$ cat src/rtl/sr_cmd_driver.sv
// Command stage for an SR latch: turns accepted set/clear requests into S/R pulses,
// then watches q_fb for the target value and reports done or err.
module sr_cmd_driver #(
   parameter int PULSE_W = 2,
   parameter int GAP_W   = 1,
   parameter int TIMEOUT = 4,
   parameter int CNT_W   = 8
) (
   input  logic             clk,
   input  logic             rst,
   input  logic             req_valid,
   input  logic             req_set,
   output logic             req_ready,
   output logic             S,
   output logic             R,
   input  logic             q_fb,
   output logic             busy,
   output logic             done,
   output logic             err,
   output logic [CNT_W-1:0] err_cnt
);

   typedef enum logic [1:0] {IDLE, PULSE, GAP, CHECK} state_t;

   localparam logic [CNT_W-1:0] ONE      = CNT_W'(1);
   localparam logic [CNT_W-1:0] PULSE_LD = CNT_W'(PULSE_W - 1);
   localparam logic [CNT_W-1:0] GAP_LD   = CNT_W'(GAP_W - 1);
   localparam logic [CNT_W-1:0] TO_LD    = CNT_W'(TIMEOUT - 1);

   state_t           state_q, state_d;
   logic [CNT_W-1:0] timer_q, timer_d;
   logic [CNT_W-1:0] err_cnt_q, err_cnt_d;
   logic             tgt_q, tgt_d;
   logic             s_q, s_d, r_q, r_d;
   logic             done_q, done_d, err_q, err_d;
   logic             busy_q, busy_d, ready_q, ready_d;

   always_ff @(posedge clk) begin
      if (rst) begin
         state_q   <= IDLE;
         timer_q   <= '0;
         tgt_q     <= 1'b0;
         s_q       <= 1'b0;
         r_q       <= 1'b0;
         done_q    <= 1'b0;
         err_q     <= 1'b0;
         busy_q    <= 1'b0;
         ready_q   <= 1'b1;
         err_cnt_q <= '0;
      end else begin
         state_q   <= state_d;
         timer_q   <= timer_d;
         tgt_q     <= tgt_d;
         s_q       <= s_d;
         r_q       <= r_d;
         done_q    <= done_d;
         err_q     <= err_d;
         busy_q    <= busy_d;
         ready_q   <= ready_d;
         err_cnt_q <= err_cnt_d;
      end
   end

   always_comb begin
      state_d = state_q;
      timer_d = timer_q;
      tgt_d   = tgt_q;
      case (state_q)
         IDLE: begin
            if (req_valid) begin
               tgt_d   = req_set;
               timer_d = PULSE_LD;
               state_d = PULSE;
            end
         end
         PULSE: begin
            if (timer_q == '0) begin
               timer_d = GAP_LD;
               state_d = GAP;
            end else begin
               timer_d = timer_q - ONE;
            end
         end
         GAP: begin
            if (timer_q == '0) begin
               timer_d = TO_LD;
               state_d = CHECK;
            end else begin
               timer_d = timer_q - ONE;
            end
         end
         CHECK: begin
            if (q_fb == tgt_q || timer_q == '0) state_d = IDLE;
            else                                timer_d = timer_q - ONE;
         end
         default: state_d = IDLE;
      endcase
   end

   // S and R come from one target bit, so they can never be high together.
   always_comb begin
      s_d       = (state_d == PULSE) &&  tgt_d;
      r_d       = (state_d == PULSE) && !tgt_d;
      done_d    = (state_q == CHECK) && (q_fb == tgt_q);
      err_d     = (state_q == CHECK) && (q_fb != tgt_q) && (timer_q == '0);
      busy_d    = (state_d != IDLE);
      ready_d   = (state_d == IDLE);
      err_cnt_d = err_cnt_q;
      if (err_d && err_cnt_q != '1) err_cnt_d = err_cnt_q + ONE;
   end

   assign S         = s_q;
   assign R         = r_q;
   assign done      = done_q;
   assign err       = err_q;
   assign busy      = busy_q;
   assign req_ready = ready_q;
   assign err_cnt   = err_cnt_q;

endmodule

$ cat config.mk
export PLATFORM = sky130hd
export DESIGN_NAME = sr_cmd_driver
export DESIGN_NICKNAME = d
export VERILOG_FILES = /design/src/rtl/sr_cmd_driver.sv
export SDC_FILE = /design/constraint.sdc
export NUM_CORES = 1
export LEC_CHECK = 0
export BUFFER_PORTS_ARGS = -buffer_cell sky130_fd_sc_hd__buf_4
export CAP_MARGIN = 30
export CORE_ASPECT_RATIO = 1.2
export CORE_MARGIN = 1.5
export CORE_UTILIZATION = 29
export CTS_CLUSTER_DIAMETER = 60
export DETAILED_ROUTE_END_ITERATION = 8
export PLACE_DENSITY = 0.57
export SETUP_SLACK_MARGIN = 0.05
export SKIP_CTS_REPAIR_TIMING = 1
export SLEW_MARGIN = 20
export SYNTH_ARGS = -nofsm -noshare
export SYNTH_HDL_FRONTEND = slang
export SYNTH_SLANG_ARGS = --single-unit
$ cat constraint.sdc
create_clock -name clk -period 1.7 [get_ports clk]
set_input_delay 0.17 -clock clk [delete_from_list [all_inputs] [get_ports clk]]
set_output_delay 0.17 -clock clk [all_outputs]
set_load 0.03 [all_outputs]
# ---- Yosys cells after proc, flatten, opt, wreduce, memory -nomap -nowiden
# Cells that the tools add are included.
dict set report word_totals {
  reg_bits 25
  input_bits 5
  output_inout_bits 14
  word_cells 46
}
dict set report op_classes {
  n_addsub 2
  eq_ne 9
  mux 12
  n_reduce_logical 13
}
# cell count
set ops {}
lappend ops {{8-bit 2-to-1 mux} 4}
lappend ops {{8-bit case mux with 4 select lines} 1}
lappend ops {{8-bit by 1-bit adder with 8-bit output (second input constant)} 1}
lappend ops {{8-bit logical NOT} 1}
lappend ops {{2-bit 2-to-1 mux} 4}
lappend ops {{8-bit != test (second input constant)} 1}
lappend ops {{2-bit case mux with 4 select lines} 1}
lappend ops {{8-bit by 1-bit subtractor with 8-bit output (second input constant)} 1}
lappend ops {{1-bit logical AND} 6}
lappend ops {{2-bit by 1-bit == test with 1-bit output (second input constant)} 2}
lappend ops {{2-bit == test (second input constant)} 2}
lappend ops {{2-bit logical NOT} 2}
lappend ops {{2-bit != test (second input constant)} 2}
lappend ops {{1-bit 2-to-1 mux} 2}
lappend ops {{2-bit AND reduction} 1}
lappend ops {{2-bit nonzero test} 1}
lappend ops {{1-bit == test} 1}
lappend ops {{1-bit logical NOT} 1}
lappend ops {{1-bit logical OR} 1}
lappend ops {{1-bit != test} 1}

# ---- Depth between registers and ports, before layout
# Gate-level depths: netlist (run 1).
dict set report depth {
  ltp_word 6
  depth_mapped 7
  ltp_nobuf 6
}

# ---- Worst setup path after synthesis (run 1)
# Ideal clock, no wire load.
dict set report synth_timing {
  path_kind {register to register}
  start {reg timer_q[0]}
  end {reg err_cnt_q[5], in the netlist err_cnt[5]}
  setup_time_ns 0.071
  arrival_ns 1.683
  required_ns 1.629
  path_slack_ns -0.053
  path_stages_with_launch 7
  path_buffers 0
  synth_period_minus_slack_ns 1.753
  path_cell_list {dfxtp_1 -> inv_1 -> ha_1 -> nor4b_4 -> nand4_2 -> or4_1 -> a21oi_1}
}
dict set report synth_between {
  elab_chain_cells 3
}
# item line
set synth_lines {}
lappend synth_lines {{start: declaration} 31} ;# logic [CNT_W-1:0] timer_q, timer_d;
lappend synth_lines {{start signal: assignment} 52} ;# timer_q <= timer_d;
lappend synth_lines {{8-bit logical NOT} 105} ;# err_d = (state_q == CHECK) && (q_fb != tgt_q) && (timer_q == '0);
lappend synth_lines {{1-bit logical AND} 105}
lappend synth_lines {{1-bit logical AND} 109} ;# if (err_d && err_cnt_q != '1) err_cnt_d = err_cnt_q + ONE;
lappend synth_lines {{end signal: assignment} 60} ;# err_cnt_q <= err_cnt_d;
lappend synth_lines {{end: declaration} 32} ;# logic [CNT_W-1:0] err_cnt_q, err_cnt_d;
# No other way between the ends.
# A chain may end at the register's enable or synchronous reset.

# ---- Worst setup path in the final report (run 1)
dict set report layout_timing {
  start {reg timer_q[1]}
  end {reg timer_q[7]}
}
dict set report layout_between {
  elab_chain_cells 4
  word_cells_on_any_way 9
  classes_between {add/sub: 1; eq/ne: 1; mux: 4; reduce/logical: 3}
}
# item
set layout_lines {}
lappend layout_lines {{branches (longest 4 deep; another with 8-bit by 1-bit subtractor with 8-bit output)}}
# Several ways; the timed one is not identified. The select of a mux whose other input is x is not followed.

==> metrics.log, run 1 <==
INFO  metric clkTransAtPathRegs = ~0.090 ns
INFO  metric gp_congestion = approximately 0.97
INFO  metric power.static_leakage = 0.7124 nW
INFO  metric r2r_cells = 6
INFO  metric fraction_of_the_core_area_covered_by_cells_at_the_end_of_the_flow = a little over two fifths
INFO  metric failed_checks = setup timing
INFO  metric grt_max_degree = 19
INFO  metric die_h = 76.06 um
INFO  metric critPathMaxFanout = 4
INFO  metric count_of_flip_flops_with_a_built_in_enable_after_synthesis = 0
INFO  metric buffer_ports.inserted = 18
INFO  metric drc_errors = 0
INFO  metric post-layout-total-power = between 3 and 4 mW
INFO  metric cp_data_required_time = roughly 1.9 ns
INFO  metric cts_sinks = 25
INFO  metric antenna_cells_inserted = 0
INFO  metric fin_worst_hold_slack = between 0.15 and 0.2 ns
INFO  metric hold_viol = 0
INFO  metric synth_fp_nets = approximately 160
INFO  metric timing.slew.headroom = about two thirds
INFO  metric rows = 26
INFO  metric finalNetCount = slightly below 200
INFO  metric hold-path-endpoint = tgt_q
INFO  metric mappedNetlistArea = 1290 sq um
INFO  metric overall_track_demand_over_capacity_in_global_routing = roughly 14%
INFO  metric layout_common_cells = buf_4, dfxtp_1, nor2_1
INFO  metric post_place_cells = 240
INFO  metric drtIter0Drc = around 100
INFO  metric synthArstFlopShare = 0%
INFO  metric yosys.cell_types.count = 41
INFO  metric power_density = about 1800 nW/um^2
INFO  metric timing_max_transition_violations_final = 0
INFO  metric postSynthRegisterBits = 25
INFO  metric clock-skew-final = 0.005571 ns
INFO  metric drt-total-wl = 3742 um
INFO  metric setup-violations-final = 2
INFO  metric post-route-period-util = 101.0%
INFO  metric cts_max_path_buffers = 2
INFO  metric beginning_of_the_worst_hold_path = req_set
INFO  metric vdd_drop_max = about 1 mV
INFO  metric synth_top_flop_cell = dfxtp_1
INFO  metric tightestPinTransition = roughly 0.50 ns
INFO  metric critPathCaptureType = flop
INFO  metric grt_first_pass_wirelength = 5492 um
INFO  metric clock.fmax = 0.5826 GHz
INFO  metric gate_count_post_synth = 153
INFO  metric fp.dieArea = 4859 sq um
INFO  metric critPathArrivalTime = roughly 1.9 ns
INFO  metric grt_remaining_overflow = 0
INFO  metric cts-root-buf = clkbuf_8
INFO  metric timing.hold.worst_path_depth = 3
INFO  metric post_synth.cell_area_avg = around 8.4 sq um
INFO  metric rr_endpoint = timer_q[7]
INFO  metric postLayoutCellArea = 1828 sq um
INFO  metric most_frequent_standard_cell_in_the_layout_excluding_fill_and_tap_cells = buf_4
INFO  metric dr_total_vias = between 1000 and 1500
INFO  metric layout_setup_ws = -0.01639 ns
INFO  metric htree_levels = 1
INFO  metric core_area = about 4300 sq um
INFO  metric route.antenna.remaining_nets = 0
INFO  metric min_delay_path_class = in2reg
INFO  metric first_pass_iters = 4
INFO  metric rrSetupSlack = -0.02 ns
INFO  metric period_needed = ~1.7 ns
INFO  metric run_status = complete, but fails checks
INFO  metric clk-insertion-delay-late = approximately 0.27 ns
INFO  metric initial_core_util = 30.27%
INFO  metric antenna_found_initial = 0
INFO  metric clock_tree_from_tritoncts = built
INFO  metric chipWidth = 63.89 um
INFO  metric vias_in_the_first_global_route = about 1300
INFO  metric drv_cap = 0
INFO  metric post_drt_via_cell_ratio = 5.492
INFO  metric count_of_pins_on_the_block_boundary = 19
INFO  metric syn2layout_area_growth = 41.71%
INFO  metric synthesis.yosys.warnings = 0
INFO  metric fraction_of_final_layout_cells_with_drive_strength_greater_than_1 = between 30 and 40%
INFO  metric start_kind = flop
INFO  metric timing_worst_setup_path_type = reg2reg
INFO  metric routed_wire_length_per_instance = 15.21 um
INFO  metric postPlaceCellArea = about 1600 sq um
INFO  metric critical_path.reg2reg.startpoint = timer_q[1]
INFO  metric number_of_cts_inserted_buffers = 3
INFO  metric finish.cell_count_without_fillers = ~250
INFO  metric detailedPlacementHpwl = between 2000 and 3000 um
INFO  metric synth.yosys.seq_area_share = roughly two fifths
INFO  metric rsz_0062_raised_after_global_routing = true
[logic make-up after synthesis]
| kind of cell | Yosys count | synth area share, % |
|---|---|---|
| xor+xnor | 2 | 1.358 |
| mux | 3 | 2.425 |
| buf+inv | 13 | 3.782 |
| compound gates | 38 | 20.08 |
| flops | 25 | 38.80 |
| fa+ha+maj | 3 | 2.910 |
| simple gates | 69 | 30.65 |
[synth_stat cells, drive strengths merged, types with 5 or more instances]
master  number  area share (%)
dfxtp       25              39
nand2       11             3.2
clkbuf       6             1.7
nand4        6             3.4
inv          6             1.7
o21ai        5             1.9
or4          6             3.5
a21oi       10             3.9
o31ai        6             3.5
nor2        14             4.1
nor3         8             3.9
nand3       12             4.7
o211ai       5             2.9
[how the worst max path moves through the flow]
stage                     startpoint    endpoint  slack [ns]  cells after the start
after floorplan           timer_q[0]  timer_q[7]        0.06                      6
after global placement    timer_q[1]  err_cnt[6]       -0.01                      6
after detailed placement  timer_q[1]  err_cnt[4]        -0.1                      6
after CTS                 timer_q[1]  err_cnt[6]       -0.12                      6
after global routing      timer_q[1]  err_cnt[7]       -0.08                      7
final                     timer_q[1]  timer_q[7]       -0.02                      6
[layout make-up]
| class | instances | area, sq um |
|---|---|---|
| clock buffers | 3 | 41.29 |
| clock inverters | 1 | 5.005 |
| fillers | 442 | 2434 |
| inverters | 6 | 22.52 |
| multi-input cells | 116 | 880.8 |
| flip-flops and latches | 25 | 504.2 |
| well taps | 56 | 70.07 |
| repair buffers | 39 | 304.0 |
[worst max-delay path, stage by stage, from the launching register on]
cell and delay [ns]:
dfxtp_2 0.33, inv_2 0.07, ha_4 0.13, or4b_4 0.50
mux2_2 0.30, o2111ai_2 0.17, nand3_1 0.10
[report_power, final]
group | leakage, nW | switching [mW] | internal [mW]
sequential | 0.205 | 0.134 | 0.728
clock | 0.0255 | 0.192 | 0.164
combinational | 0.482 | 1.17 | 0.823
[registers in the layout, summed over array words and instances, names as in the netlist]
register and flops:
err 1, timer_q 8, state_q 2, S 1, R 1, req_ready 1, done 1, tgt_q 1
err_cnt 8, busy 1
[through the flow]
stage,worst slack [ns],TNS (ns)
after CTS,-0.1234,-0.5511
final,-0.01639,-0.02143
after floorplan,0.06267,0
after global placement,-0.01393,-0.02549
after detailed placement,-0.09708,-0.3293
after global routing,-0.08366,-0.5988
[per-layer routing]
metal	vias to the layer above	global-route usage, %	wire [um]
met1	650	15.15	1533
met4	0	4.348	25
li1	662	-	-
met3	4	1.920	136
met2	35	26.56	2047
met5	-	0	0
No activity file was read; power rests on OpenSTA's default activity.
==> run 2: changes to the inputs <==
--- a/config.mk
+++ b/config.mk
@@ -12,8 +12,7 @@
 export CORE_UTILIZATION = 29
 export CTS_CLUSTER_DIAMETER = 60
 export DETAILED_ROUTE_END_ITERATION = 8
-export PLACE_DENSITY = 0.57
-export SETUP_SLACK_MARGIN = 0.05
+export PLACE_DENSITY = 0.55
 export SKIP_CTS_REPAIR_TIMING = 1
 export SLEW_MARGIN = 20
 export SYNTH_ARGS = -nofsm -noshare
==> constraint.sdc (replaced) <==
create_clock -name clk -period 2.23 [get_ports clk]
set_input_delay 0.223 -clock clk [delete_from_list [all_inputs] [get_ports clk]]
set_output_delay 0.223 -clock clk [all_outputs]
set_load 0.03 [all_outputs]
==> run 2 against run 1 <==
  * The run now ends clean
  * Clock power down 24%
  * Routed wire length down 14%
  * Final cell count down 7.7%
  * Critical path type unchanged
  * Clock-buffer cell count up 1
  * Via count down 7.3%
  * Combinational power down 50%
  * Sequential power down 21%
  * Design area down 15%
  * Non-clock buffer count down 18
  * Highest routed layer unchanged
==> metrics.log, run 2 (synthesized netlist as in run 1, its figures left out) <==
INFO  metric drt-total-wl = 3201 um (-14%)
INFO  metric layout_setup_ws = 0.1047 ns (+0.1210 ns)
INFO  metric power.static_leakage = 0.5858 nW (-18%)
INFO  metric grt_remaining_overflow = 0 (unchanged)
INFO  metric critPathMaxFanout = 13 (+9)
INFO  metric run_status = completed
INFO  metric power_density = 1267 nW/um^2 (-28%)
INFO  metric finish.cell_count_without_fillers = 227 (-7.7%)
INFO  metric cts_sinks = 25 (unchanged)
INFO  metric highest_delay_cell_along_the_critical_path = or4_1
INFO  metric timing_max_transition_violations_final = 0 (unchanged)
INFO  metric rows = 26 (unchanged)
INFO  metric route.antenna.remaining_nets = 0 (unchanged)
INFO  metric tightestPinTransition = 0.6997 ns (+0.2019 ns)
INFO  metric detailedPlacementHpwl = 2372 um (-9.3%)
INFO  metric start_kind = flop
INFO  metric drv_cap = 0 (unchanged)
INFO  metric fp.dieArea = 4859 sq um (unchanged)
INFO  metric post_place_cells = 223 (-7.1%)
INFO  metric min_delay_path_class = in2reg
INFO  metric dr_total_vias = 1252 (-7.3%)
INFO  metric antenna_cells_inserted = 0 (unchanged)
INFO  metric clkTransAtPathRegs = 0.09 ns (about the same)
INFO  metric postLayoutCellArea = 1545 sq um (-15%)
INFO  metric drtIter0Drc = 88 (-14%)
INFO  metric number_of_cts_inserted_buffers = 3 (unchanged)
INFO  metric setup-tns-final = 0 ns (+0.02143 ns)
INFO  metric timing.critical_path.slowest_cell_delay = 0.58 ns (+0.08 ns)
INFO  metric clk-insertion-delay-late = 0.26 ns (about the same)
INFO  metric clock.fmax = 0.4705 GHz (-19%)
INFO  metric clock_tree_from_tritoncts = built
INFO  metric hold_viol = 0 (unchanged)
INFO  metric layout_common_cells = dfxtp_1, buf_4, nor2_1
INFO  metric postPlaceCellArea = 1491 sq um (-9.0%)
INFO  metric fraction_of_final_layout_cells_with_drive_strength_greater_than_1 = 18.71% (-19 points)
INFO  metric die_h = 76.06 um (unchanged)
INFO  metric clock-skew-final = 0.003075 ns (-0.002496 ns)
INFO  metric chipWidth = 63.89 um (unchanged)
INFO  metric routed_wire_length_per_instance = 14.10 um (-7.3%)
INFO  metric finalNetCount = 180 (-9.5%)
INFO  metric cts_max_path_buffers = 2 (unchanged)
INFO  metric grt_max_degree = 20 (+1)
INFO  metric cp_data_required_time = 2.42 ns (+0.56 ns)
INFO  metric critPathArrivalTime = 2.31 ns (+0.43 ns)
INFO  metric drc_errors = 0 (unchanged)
INFO  metric antenna_found_initial = 0 (unchanged)
INFO  metric post-route-period-util = 95.31% (-5.7 points)
INFO  metric grt_first_pass_wirelength = 5368 um (-2.3%)
INFO  metric post_drt_via_cell_ratio = 5.515 (+0.43%)
INFO  metric cp_cell_sequence = inv_1 -> ha_1 -> nor4b_4 -> nand4_4 -> or4_1 -> a21oi_1
INFO  metric timing_worst_setup_path_type = reg2reg
INFO  metric initial_core_util = 30.27% (unchanged)
INFO  metric first_pass_iters = 5 (+1)
INFO  metric vias_in_the_first_global_route = 1254 (+0.080%)
INFO  metric syn2layout_area_growth = 19.79%
INFO  metric critPathCaptureType = flop
INFO  metric cts-root-buf = clkbuf_8
INFO  metric seq_area = 500.5 sq um (-0.74%)
INFO  metric most_frequent_standard_cell_in_the_layout_excluding_fill_and_tap_cells = dfxtp_1
INFO  metric setup-violations-final = 0 (-2)
INFO  metric period_needed = 2.125 ns (+0.4090 ns)
INFO  metric htree_levels = 1 (unchanged)
INFO  metric overall_track_demand_over_capacity_in_global_routing = 13.40% (-0.44 points)
INFO  metric gp_congestion = 0.8665 (-11%)
INFO  metric vdd_drop_max = 0.6838 mV (-32%)
INFO  metric timing.slew.headroom = 52.86% (-14 points)
INFO  metric buffer_ports.inserted = 18 (unchanged)
INFO  metric preCtsSetupSlack = 0.1004 ns (+0.1975 ns)
INFO  metric core_area = 4262 sq um (unchanged)
INFO  metric rsz_0062_raised_after_global_routing = false
INFO  metric multiInputGateArea = 749.5 sq um (-15%)
INFO  metric count_of_pins_on_the_block_boundary = 19 (unchanged)
INFO  metric fillCellCount = 434 (-1.8%)
==> run 2: area by class of cell <==
type	instances	share of cell area, %
Tap cell	56	4.534
Sequential cell	25	32.39
Multi-Input combinational cell	115	48.50
Clock buffer	4	2.915
Timing Repair Buffer	21	10.20
Inverter	6	1.457
==> run 2: worst max-delay path, delay by kind of cell, from the launching register on <==
kind                     cells  cell delay (ns)
AND/OR/NAND/NOR              3             1.25
flip-flops                   1             0.33
AO/OA/AOI/OAI                1             0.19
adder cells (fa/ha/maj)      1             0.18
buffers and inverters        1             0.10
==> run 2: final timing paths <==
check / startpoint / to / slack [ns] / depth (start not counted)
max: timer_q[0] / err_cnt[6] / 0.10 / 6
min: req_set / S / 0.25 / 3
max reg2reg: timer_q[0] / err_cnt[6] / 0.10 / 6
min reg2reg: err_cnt[5] / err_cnt[5] / 0.51 / 2
==> run 2: report_power, final <==
part	switching (mW)	total [mW]	internal (mW)
logic	0.636	1.00	0.368
registers	0.130	0.682	0.553
clock network	0.143	0.271	0.128
==> run 2: metal layers <==
| metal | global-route usage (%) | share of wire (%) | wire (um) |
|---|---|---|---|
| met5 | 0 | 0 | 0 |
| met4 | 4.783 | 0.78 | 25 |
| met3 | 1.477 | 4.2 | 135 |
| met2 | 25.00 | 51 | 1644 |
| met1 | 15.31 | 44 | 1395 |
==> run 2: per-stage QoR <==
step                hold WS (ns)  total power [mW]  utilization (%)
floorplan                 0.3995             1.411                -
global placement          0.4751             1.647            35.00
detailed placement        0.5011             1.658            35.00
CTS                       0.2492             1.931            36.05
global route              0.2753             2.084            36.26
finish                    0.2539             1.958            36.26
==> run 3: changes to the inputs <==
--- a/config.mk
+++ b/config.mk
@@ -5,10 +5,11 @@
 export SDC_FILE = /design/constraint.sdc
 export NUM_CORES = 1
 export LEC_CHECK = 0
+export ABC_CLOCK_PERIOD_IN_PS = 2230
 export BUFFER_PORTS_ARGS = -buffer_cell sky130_fd_sc_hd__buf_4
 export CAP_MARGIN = 30
 export CORE_ASPECT_RATIO = 1.2
-export CORE_MARGIN = 1.5
+export CORE_MARGIN = 1
 export CORE_UTILIZATION = 29
 export CTS_CLUSTER_DIAMETER = 60
 export DETAILED_ROUTE_END_ITERATION = 8
==> run 3 against run 2 <==
  * Worst hold slack worse by 0.016 ns
  * Non-clock buffer count did not move
  * Clock power down 3%
  * Die area decreased by 2.9%
  * Sequential cell count unchanged
  * Worst setup slack improved by 0.087 ns
==> metrics.log, run 3 (synthesized netlist as in run 1, its figures left out) <==
INFO  metric drt-total-wl = 3127 um (-2.3%)
INFO  metric tightestPinTransition = 0.6509 ns (-0.04874 ns)
INFO  metric vias_in_the_first_global_route = 1168 (-6.9%)
INFO  metric power_density = 1292 nW/um^2 (+2.0%)
INFO  metric route.antenna.remaining_nets = 0 (unchanged)
INFO  metric core_area = 4262 sq um (unchanged)
INFO  metric grt_first_pass_wirelength = 5388 um (+0.37%)
INFO  metric setup-tns-final = 0 ns (unchanged)
INFO  metric critical_path.reg2reg.startpoint = timer_q[0]
INFO  metric post-route-period-util = 91.42% (-3.9 points)
INFO  metric post_drt_via_cell_ratio = 5.379 (-2.5%)
INFO  metric finish.cell_count_without_fillers = 227 (unchanged)
INFO  metric rows = 26 (unchanged)
INFO  metric timing_max_transition_violations_final = 0 (unchanged)
INFO  metric grt_max_degree = 20 (unchanged)
INFO  metric post_place_cells = 223 (unchanged)
INFO  metric preCtsSetupSlack = 0.2108 ns (+0.1104 ns)
INFO  metric cts_max_path_buffers = 2 (unchanged)
INFO  metric initial_core_util = 30.27% (unchanged)
INFO  metric rr_endpoint = err_cnt[6]
INFO  metric fp.dieArea = 4720 sq um (-2.9%)
INFO  metric timing.slew.headroom = 56.15% (+3.3 points)
INFO  metric dr_total_vias = 1221 (-2.5%)
INFO  metric number_of_cts_inserted_buffers = 3 (unchanged)
INFO  metric detailedPlacementHpwl = 2321 um (-2.1%)
INFO  metric timing_worst_setup_path_type = reg2reg
INFO  metric period_needed = 2.039 ns (-0.08672 ns)
INFO  metric rsz_0062_raised_after_global_routing = false
INFO  metric antenna_cells_inserted = 0 (unchanged)
INFO  metric fillCellCount = 445 (+2.5%)
INFO  metric gp_congestion = 0.7708 (-11%)
INFO  metric layout_setup_ws = 0.1914 ns (+0.08672 ns)
INFO  metric chipWidth = 62.89 um (-1.6%)
INFO  metric worst_setup_path_startpoint = timer_q[0]
INFO  metric antenna_found_initial = 0 (unchanged)
INFO  metric clock-skew-final = 0.001955 ns (-0.001119 ns)
INFO  metric drv_cap = 0 (unchanged)
INFO  metric routed_wire_length_per_instance = 13.78 um (-2.3%)
INFO  metric cp_data_required_time = 2.42 ns (about the same)
INFO  metric rrSetupSlack = 0.19 ns (+0.09 ns)
INFO  metric count_of_pins_on_the_block_boundary = 19 (unchanged)
INFO  metric run_status = completed
INFO  metric finalNetCount = 180 (unchanged)
INFO  metric syn2layout_area_growth = 19.79% (unchanged)
INFO  metric clock.fmax = 0.4905 GHz (+4.3%)
INFO  metric clock_tree_from_tritoncts = built
INFO  metric overall_track_demand_over_capacity_in_global_routing = 14.26% (+0.86 points)
INFO  metric clk-insertion-delay-late = 0.26 ns (about the same)
INFO  metric cts-root-buf = clkbuf_8
INFO  metric cts_sinks = 25 (unchanged)
INFO  metric critPathArrivalTime = 2.23 ns (-0.08 ns)
INFO  metric fraction_of_final_layout_cells_with_drive_strength_greater_than_1 = 18.71% (unchanged)
INFO  metric fin_worst_hold_slack = 0.2376 ns (-0.01628 ns)
INFO  metric most_frequent_standard_cell_in_the_layout_excluding_fill_and_tap_cells = dfxtp_1
INFO  metric htree_levels = 1 (unchanged)
INFO  metric drc_errors = 0 (unchanged)
INFO  metric hold_viol = 0 (unchanged)
INFO  metric clkTransAtPathRegs = 0.08 ns (about the same)
INFO  metric grt_remaining_overflow = 0 (unchanged)
INFO  metric drtIter0Drc = 58 (-34%)
INFO  metric setup-violations-final = 0 (unchanged)
INFO  metric critPathMaxFanout = 16 (+3)
INFO  metric buffer_ports.inserted = 18 (unchanged)
INFO  metric min_delay_path_class = in2reg
INFO  metric critPathCaptureType = flop
INFO  metric layout_common_cells = dfxtp_1, buf_4, nor2_1
INFO  metric endpoint = err_cnt[6]
INFO  metric r2r_cells = 6 (unchanged)
INFO  metric start_kind = flop
INFO  metric first_pass_iters = 4 (-1)
INFO  metric vdd_drop_max = 0.6447 mV (-5.7%)
INFO  metric power.static_leakage = 0.5861 nW (about the same)
INFO  metric die_h = 75.06 um (-1.3%)
run 3: cell counts in the layout (fill, tap and decap cells not counted):
Identical to the previous run, type by type.
run 3: critical path, cell delays in order, from the launching register on:
cell and delay (ns):
dfxtp_1 0.32, inv_1 0.12, ha_1 0.19, nor4b_4 0.31, nand4_4 0.27, or4_1 0.56
a21oi_1 0.18
run 3: routing by layer:
metal | part of all wire, % | wire length, um | track usage, %
met5 | 0 | 0 | 0
met4 | 1.1 | 33 | 4.393
met3 | 2.8 | 88 | 1.515
met2 | 51 | 1581 | 27.12
met1 | 46 | 1424 | 16.87
run 3: how the worst min path moves through the flow:
stage,from,to,slack (ns),cells past startpoint
final,req_set,tgt_q,0.24,3
after global routing,rst,err_cnt[3],0.27,2
after CTS,req_set,tgt_q,0.24,3
after detailed placement,err_cnt[5],err_cnt[5],0.49,2
after global placement,err_cnt[5],err_cnt[5],0.48,2
after floorplan,req_set,tgt_q,0.40,2
run 3: cell type report:
type / count / area (sq um) / share of cell area [%]
Multi-Input combinational cell: 115 / 749.5 / 48.50
Timing Repair Buffer: 21 / 157.7 / 10.20
Clock buffer: 4 / 45.04 / 2.915
Inverter: 6 / 22.52 / 1.457
Sequential cell: 25 / 500.5 / 32.39
Tap cell: 56 / 70.07 / 4.534
run 3: through the flow:
stage               area [sq um]  utilization, %  power, mW
floorplan                   1290               -      1.411
global placement            1491           35.00      1.702
detailed placement          1491           35.00      1.709
CTS                         1536           36.05      1.983
global route                1545           36.26      2.153
finish                      1545           36.26      1.997
run 3: power breakdown:
group	internal, mW	leakage, nW	total, mW	switching, mW
combinational	0.409	0.359	1.06	0.648
sequential	0.552	0.204	0.678	0.126
clock	0.128	0.0228	0.262	0.135
total	1.09	0.586	2.00	0.908
